### src/rtl/load_align_unit.sv
// load_align_unit
//   Load-data unit sitting between the memory stage and a 1-cycle synchronous
//   data RAM. A byte-addressed load becomes one or two word reads. The bytes
//   are merged, then sign- or zero-extended to XLEN, and the result is sent to
//   writeback as a single-cycle pulse.
//
//   Parameters
//     XLEN    data / word width, 32 or 64 (LANES = XLEN/8 byte lanes)
//     ADDR_W  byte address width
//
//   Ports
//     clk, rst_n        clock, synchronous active-low reset
//     flush             abort the in-flight load (no response is produced)
//     req_valid/ready   load request handshake
//     req_addr          byte address
//     req_type          RISC-V funct3 (LB/LH/LW/LD/LBU/LHU/LWU)
//     mem_rd_en         data RAM read strobe (registered)
//     mem_addr          data RAM word address (registered)
//     mem_rd_data       RAM read data, valid the cycle after mem_rd_en
//     resp_valid        one-cycle result pulse
//     resp_data         extended load result, held until the next response
//     resp_err          illegal type, or an unsupported word-crossing access
//     resp_split        the access needed two reads
//
//   Build option
//     MISALIGN_SPLIT_EN  when defined, word-crossing loads are serviced with
//                        two reads. When undefined, they are answered with
//                        resp_err, and resp_split is tied low.

// One output byte lane: pass the aligned byte through if it lies inside the
// access size, otherwise drive the extension fill.
module lau_lane #(
    parameter int LANE = 0
) (
    input  logic [7:0] byte_in,
    input  logic [1:0] szc,
    input  logic [7:0] fill,
    output logic [7:0] byte_out
);
    logic [3:0] nbytes;

    assign nbytes   = 4'd1 << szc;
    assign byte_out = (4'(LANE) < nbytes) ? byte_in : fill;
endmodule

module load_align_unit #(
    parameter int XLEN   = 32,
    parameter int ADDR_W = 32
) (
    input  logic                                 clk,
    input  logic                                 rst_n,
    input  logic                                 flush,
    input  logic                                 req_valid,
    output logic                                 req_ready,
    input  logic [ADDR_W-1:0]                    req_addr,
    input  logic [2:0]                           req_type,
    output logic                                 mem_rd_en,
    output logic [ADDR_W-$clog2(XLEN/8)-1:0]     mem_addr,
    input  logic [XLEN-1:0]                      mem_rd_data,
    output logic                                 resp_valid,
    output logic [XLEN-1:0]                      resp_data,
    output logic                                 resp_err,
    output logic                                 resp_split
);
    localparam int LANES = XLEN / 8;
    localparam int OFFW  = $clog2(LANES);
    localparam int WA_W  = ADDR_W - OFFW;

    typedef enum logic [1:0] {
        IDLE   = 2'd0,
        ISSUE0 = 2'd1,
        ISSUE1 = 2'd2,
        FINISH = 2'd3
    } state_t;

    state_t            state;
    logic [WA_W-1:0]   w0_q;
    logic [OFFW-1:0]   off_q;
    logic [1:0]        szc_q;    // log2 of access size in bytes
    logic              uns_q;    // zero-extend (LBU/LHU/LWU)
    logic              err_q;

    // ---------------- request decode ----------------
    logic [1:0]        req_szc;
    logic [OFFW-1:0]   req_off;
    logic [4:0]        req_end;
    logic              req_ill;
    logic              req_cross;
    logic              req_bad;

    assign req_szc   = req_type[1:0];
    assign req_off   = req_addr[OFFW-1:0];
    assign req_end   = 5'(req_off) + (5'd1 << req_szc);
    assign req_cross = req_end > 5'(LANES);
    assign req_ill   = (req_type == 3'b111) ||
                       ((XLEN == 32) && ((req_type == 3'b011) || (req_type == 3'b110)));

`ifdef MISALIGN_SPLIT_EN
    logic              cross_q;
    logic [XLEN-1:0]   lo_q;     // first word of a crossing access
    assign req_bad = req_ill;
`else
    assign req_bad = req_ill || req_cross;
    assign resp_split = 1'b0;
`endif

    assign req_ready = (state == IDLE) && !flush;

    // ---------------- merge / extend ----------------
    // The last word arrives on mem_rd_data during FINISH. For a crossing access
    // it is the high half of the window, and the low half was captured in ISSUE1.
    logic [2*XLEN-1:0]             cat;
    logic [XLEN-1:0]               shifted;
    logic [3:0]                    nbytes;
    logic                          sign;
    logic [LANES-1:0][7:0]         merged;

`ifdef MISALIGN_SPLIT_EN
    assign cat = cross_q ? {mem_rd_data, lo_q} : {{XLEN{1'b0}}, mem_rd_data};
`else
    assign cat = {{XLEN{1'b0}}, mem_rd_data};
`endif

    assign shifted = XLEN'(cat >> {off_q, 3'b000});
    assign nbytes  = 4'd1 << szc_q;

    // Sign bit is the MSB of the top byte inside the access.
    always_comb begin
        sign = 1'b0;
        for (int k = 0; k < LANES; k++)
            if (nbytes == 4'(k + 1)) sign = shifted[8*k+7];
    end

    for (genvar i = 0; i < LANES; i++) begin : g_lane
        lau_lane #(.LANE(i)) u_lane (
            .byte_in  (shifted[8*i +: 8]),
            .szc      (szc_q),
            .fill     ({8{sign & ~uns_q}}),
            .byte_out (merged[i])
        );
    end

    // ---------------- control FSM ----------------
    always_ff @(posedge clk) begin
        if (!rst_n) begin
            state      <= IDLE;
            mem_rd_en  <= 1'b0;
            mem_addr   <= '0;
            resp_valid <= 1'b0;
            resp_data  <= '0;
            resp_err   <= 1'b0;
            w0_q       <= '0;
            off_q      <= '0;
            szc_q      <= '0;
            uns_q      <= 1'b0;
            err_q      <= 1'b0;
`ifdef MISALIGN_SPLIT_EN
            resp_split <= 1'b0;
            cross_q    <= 1'b0;
            lo_q       <= '0;
`endif
        end else begin
            resp_valid <= 1'b0;
            if (flush) begin
                // Abort: any read data still in flight is simply never used.
                state     <= IDLE;
                mem_rd_en <= 1'b0;
            end else begin
                case (state)
                    IDLE: begin
                        if (req_valid) begin
                            w0_q  <= req_addr[ADDR_W-1:OFFW];
                            off_q <= req_off;
                            szc_q <= req_szc;
                            uns_q <= req_type[2];
                            err_q <= req_bad;
`ifdef MISALIGN_SPLIT_EN
                            cross_q <= req_cross;
`endif
                            if (req_bad) begin
                                state <= FINISH;
                            end else begin
                                state     <= ISSUE0;
                                mem_rd_en <= 1'b1;
                                mem_addr  <= req_addr[ADDR_W-1:OFFW];
                            end
                        end
                    end
                    ISSUE0: begin
`ifdef MISALIGN_SPLIT_EN
                        if (cross_q) begin
                            // Wraps at the top of the address space.
                            state    <= ISSUE1;
                            mem_addr <= w0_q + WA_W'(1);
                        end else begin
                            state     <= FINISH;
                            mem_rd_en <= 1'b0;
                        end
`else
                        state     <= FINISH;
                        mem_rd_en <= 1'b0;
`endif
                    end
`ifdef MISALIGN_SPLIT_EN
                    ISSUE1: begin
                        lo_q      <= mem_rd_data;
                        mem_rd_en <= 1'b0;
                        state     <= FINISH;
                    end
`endif
                    FINISH: begin
                        resp_valid <= 1'b1;
                        resp_err   <= err_q;
                        resp_data  <= err_q ? '0 : merged;
`ifdef MISALIGN_SPLIT_EN
                        resp_split <= cross_q && !err_q;
`endif
                        state      <= IDLE;
                    end
                    default: state <= IDLE;
                endcase
            end
        end
    end
endmodule

### config.mk
export PLATFORM = sky130hd
export DESIGN_NAME = load_align_unit
export DESIGN_NICKNAME = d
export VERILOG_FILES = /design/src/rtl/load_align_unit.sv
export SDC_FILE = /design/constraint.sdc
export NUM_CORES = 1
export LEC_CHECK = 0
export BUFFER_PORTS_ARGS = -buffer_cell sky130_fd_sc_hd__buf_2
export CORE_UTILIZATION = 48
export DETAILED_ROUTE_END_ITERATION = 10
export GPL_ROUTABILITY_DRIVEN = 1
export GPL_TIMING_DRIVEN = 1
export HOLD_SLACK_MARGIN = 0.12
export PLACE_DENSITY = 0.8
export SLEW_MARGIN = 40
export SYNTH_ARGS = -nofsm -noshare
export SYNTH_HDL_FRONTEND = slang
export SYNTH_SLANG_ARGS = --single-unit
### constraint.sdc
create_clock -name clk -period 2.6 [get_ports clk]
set_input_delay 0 -clock clk [delete_from_list [all_inputs] [get_ports clk]]
set_output_delay 0 -clock clk [all_outputs]
set_load 0.005 [all_outputs]
==> results.md <==
- Status: finished clean
- Largest net degree at the start of global routing: 85
- Endpoints failing hold: 0
- Die area: 7260 sq um
- Net Sw Frac: roughly 25%
- Die height: 85.2 um
- Yosys warns: 0
- Worst-case reg-to-reg path depth: 5
- Number of port buffers: ~140
- PwrDens: about 500 nW/um^2
- Final std cells w/o fill: 630
- CTS Buffer Depth: 2
- Antenna violations before repair: 0
- Routed WL: roughly 10,000 um
- Crit path time final: around 2500 ps
- Critical path class: in -> reg
- Via count: around 3,400
- Clock share of power: between 30% and 40%
- Ys flop type: dfxtp_1
- Syn Area/Cell: just over 9 sq um
- Skew-Pair Late Insertion Delay: approximately 340 ps
- Metal3 WL: a little under 700 um
- Synth Cell Area: around 3300 sq um
- Met1 Wirelength: just under 4000 um
- CP Data Arrival Time: between 2000 and 3000 ps
- # H-tree levels: 3
- Reg2reg setup slack: roughly 520 ps
- ANT cells: 0
- Placed insts: around 560
- Int Power: 1.82 mW
- Critical Path Start: req_type[1]
- Tightest Pin Transition: between 700 and 800 ps
- EDFF count, synth: 0
- Peak Freq: ~400 MHz
- Crit path depth: 12
- First-pass GRT wire length: 15,200 um
- Synth top area share: 44.0%
- CP peak stage delay: 540 ps
- Clock sinks: 73
- Synth top cells by count: nand2_1, dfxtp_1, mux2i_1
- Slew Limit Fails: 0
- CP startpoint kind: primary input
- Critical path cell sequence: dlygate4sd3_1, buf_2, nor2_1, ha_1, inv_1, fa_1, nor2b_1, o21ai_1, a211oi_4, buf_4, buf_12, mux2i_1
- Starting DRT DRC Count: approximately 250
- Worst setup endpoint: mem_addr[5]
- Layout cells sized above 1: a little under a third
- Count leader, synth: nand2_1
- Max FO, Critical Path: 8
- Nets: roughly 620
- Post-DP HPWL: between 5000 and 6000 um
- Routed length on met2: between 5000 and 6000 um
- Post-DR wirelength/cell: about 16 um
- Post-synth ARST share: 0%
- Top cells by area, synth: dfxtp_1, mux2i_1, nand2_1
- Vias in the first global route: between 3,000 and 4,000
- Clock Skews: between 6 and 7 ps
- Net Sw Power: approximately 0.59 mW
- CP max-delay cell: dlygate4sd3_1
- Unique masters post-synth: 39
- Num CTS Buffers: 9
- Proportion of power drawn by combinational gates: between 10% and 20%
- Yosys top cell by area: dfxtp_1
- CTS tree: built
- Top sig layer: met4
- CP endpoint kind: flip-flop
- FP Rows: 29
- RR Endpoint: resp_data[8]
- Drt pass-1 iters: 5
- Clock-pin transition on the worst setup and hold timing paths: 80 ps
- DR DRC count: 0
- Period utilization: between 90% and 100%
- Final setup viols: 0
- Relative slew slack: between 50% and 60%
- Worst Path Buf+Inv: 5
- Syn Nets: roughly 440
- Core Area: roughly 6500 sq um
- CP required: between 2000 and 3000 ps
- Post-synthesis sequential area ratio: 44.0%
- VDD IR-drop max: 308 uV
- Setup TNS: 0 ps
- Die width: approximately 85 um
- Reg power frac: 48.2%
- Root Driver: clkbuf_8
- CP top delay family: buffers and inverters
- Starting Density: 50.9%
- Num ports: ~140
- Max-cap violations: 0
- Total Routing Usage GR: a little over a quarter
- GRT overflow: 0
- R2r startpoint: off_q[0]
- Final antenna-violating net count: 0
- Syn Inst Count: approximately 360
- Hold WC Path Type: in -> reg
- Avg Vias per Cell: 5.41
- GP Congestion: around 0.85
- Area Growth Syn to Fin: 46.2%
- Synth Register Bits: 73
- Leakage: ~2.3 nW
-- kinds of logic (layout without fill, tap and decap cells) --
| logic type | after synthesis | in the layout | share of synthesized area [%] |
|---|---|---|---|
| compound gates | 76 | 76 | 16.7 |
| fa+ha+maj | 2 | 2 | 0.979 |
| buf+inv | 32 | 223 | 4.52 |
| flops | 73 | 73 | 44.0 |
| mux | 50 | 50 | 15.4 |
| other cells | 1 | 1 | 0.113 |
| simple gates | 128 | 128 | 18.3 |
-- stage by stage --
stage	area [sq um]	util, %	power, mW	hold WS (ps)	setup slack, ps
final	4860	74.4	2.42	137	77.7
after global routing	4860	74.4	2.52	137	-13.0
after CTS	4790	73.4	2.39	123	73.8
after detailed placement	4040	61.8	1.46	257	323
after global placement	4040	61.8	1.45	244	486
after floorplan	3320	-	1.34	42.7	719
-- worst reg2reg max path: stages, from the launching register on --
cell	delay [ps]
dfxtp_1	470
buf_4	420
mux2i_1	270
dlygate4sd3_1	570
o21ai_0	70
a22o_1	180
-- registers in the layout (all words and copies together) (netlist names) --
| signal | cells |
|---|---|
| szc_q | 2 |
| err_q | 1 |
| resp_err | 1 |
| resp_valid | 1 |
| state | 2 |
| off_q | 2 |
| resp_data | 32 |
| mem_addr | 30 |
| uns_q | 1 |
| mem_rd_en | 1 |
-- power by group through the flow --
stage	logic, mW	registers, mW	clock network, mW
floorplan	0.154	1.19	0
global placement	0.262	1.19	0
detailed placement	0.269	1.19	0
CTS	0.335	1.16	0.888
global route	0.389	1.17	0.960
finish	0.361	1.16	0.890
-- layer usage --
metal | vias to the layer above | GRT usage [%]
met5 | - | 0
met4 | 0 | 13.1
met3 | 39 | 7.10
met2 | 168 | 47.9
met1 | 1571 | 30.0
li1 | 1633 | -
-- what timing repair did --
action	in CTS	in global routing
endpoints found under the setup margin	0	30
hold buffers	56	0
endpoints found under the hold margin	64	0
setup buffers	0	2
resized for setup	0	1
-- final cells by class --
cell class | count | area (sq um)
multi-input cells | 257 | 1720
fillers | 450 | 1670
flip-flops and latches | 73 | 1460
repair buffers | 202 | 1360
clock buffers | 12 | 155
well taps | 77 | 96.3
clock inverters | 3 | 40.0
inverters | 6 | 22.5
-- placed cells by master (no fill, tap or decap), types with 2 or more instances in the layout --
master / n
a211o_1: 7
a21boi_0: 5
a21o_1: 8
a21oi_1: 8
a221o_1: 8
a22o_1: 8
a31oi_1: 2
a32oi_1: 7
buf_2: 136
buf_4: 7
clkbuf_16: 2
clkbuf_8: 11
clkinv_2: 2
dfxtp_1: 73
dlygate4sd3_1: 56
inv_1: 6
mux2i_1: 49
nand2_1: 87
nand2b_1: 3
nor2_1: 7
nor2b_1: 19
nor3_1: 3
o21ai_0: 17
or3b_2: 2
-- how the worst min path moves through the flow --
stage                         start       endpoint  slack (ps)  cells past startpoint
finish              mem_rd_data[19]  resp_data[19]         140                      4
global route        mem_rd_data[18]  resp_data[18]         140                      4
CTS                 mem_rd_data[18]  resp_data[18]         120                      4
detailed placement      req_addr[9]    mem_addr[7]         260                      3
global placement       req_addr[22]   mem_addr[20]         240                      3
floorplan                     flush      req_ready          40                      1
(Power assumes the default switching activity.)
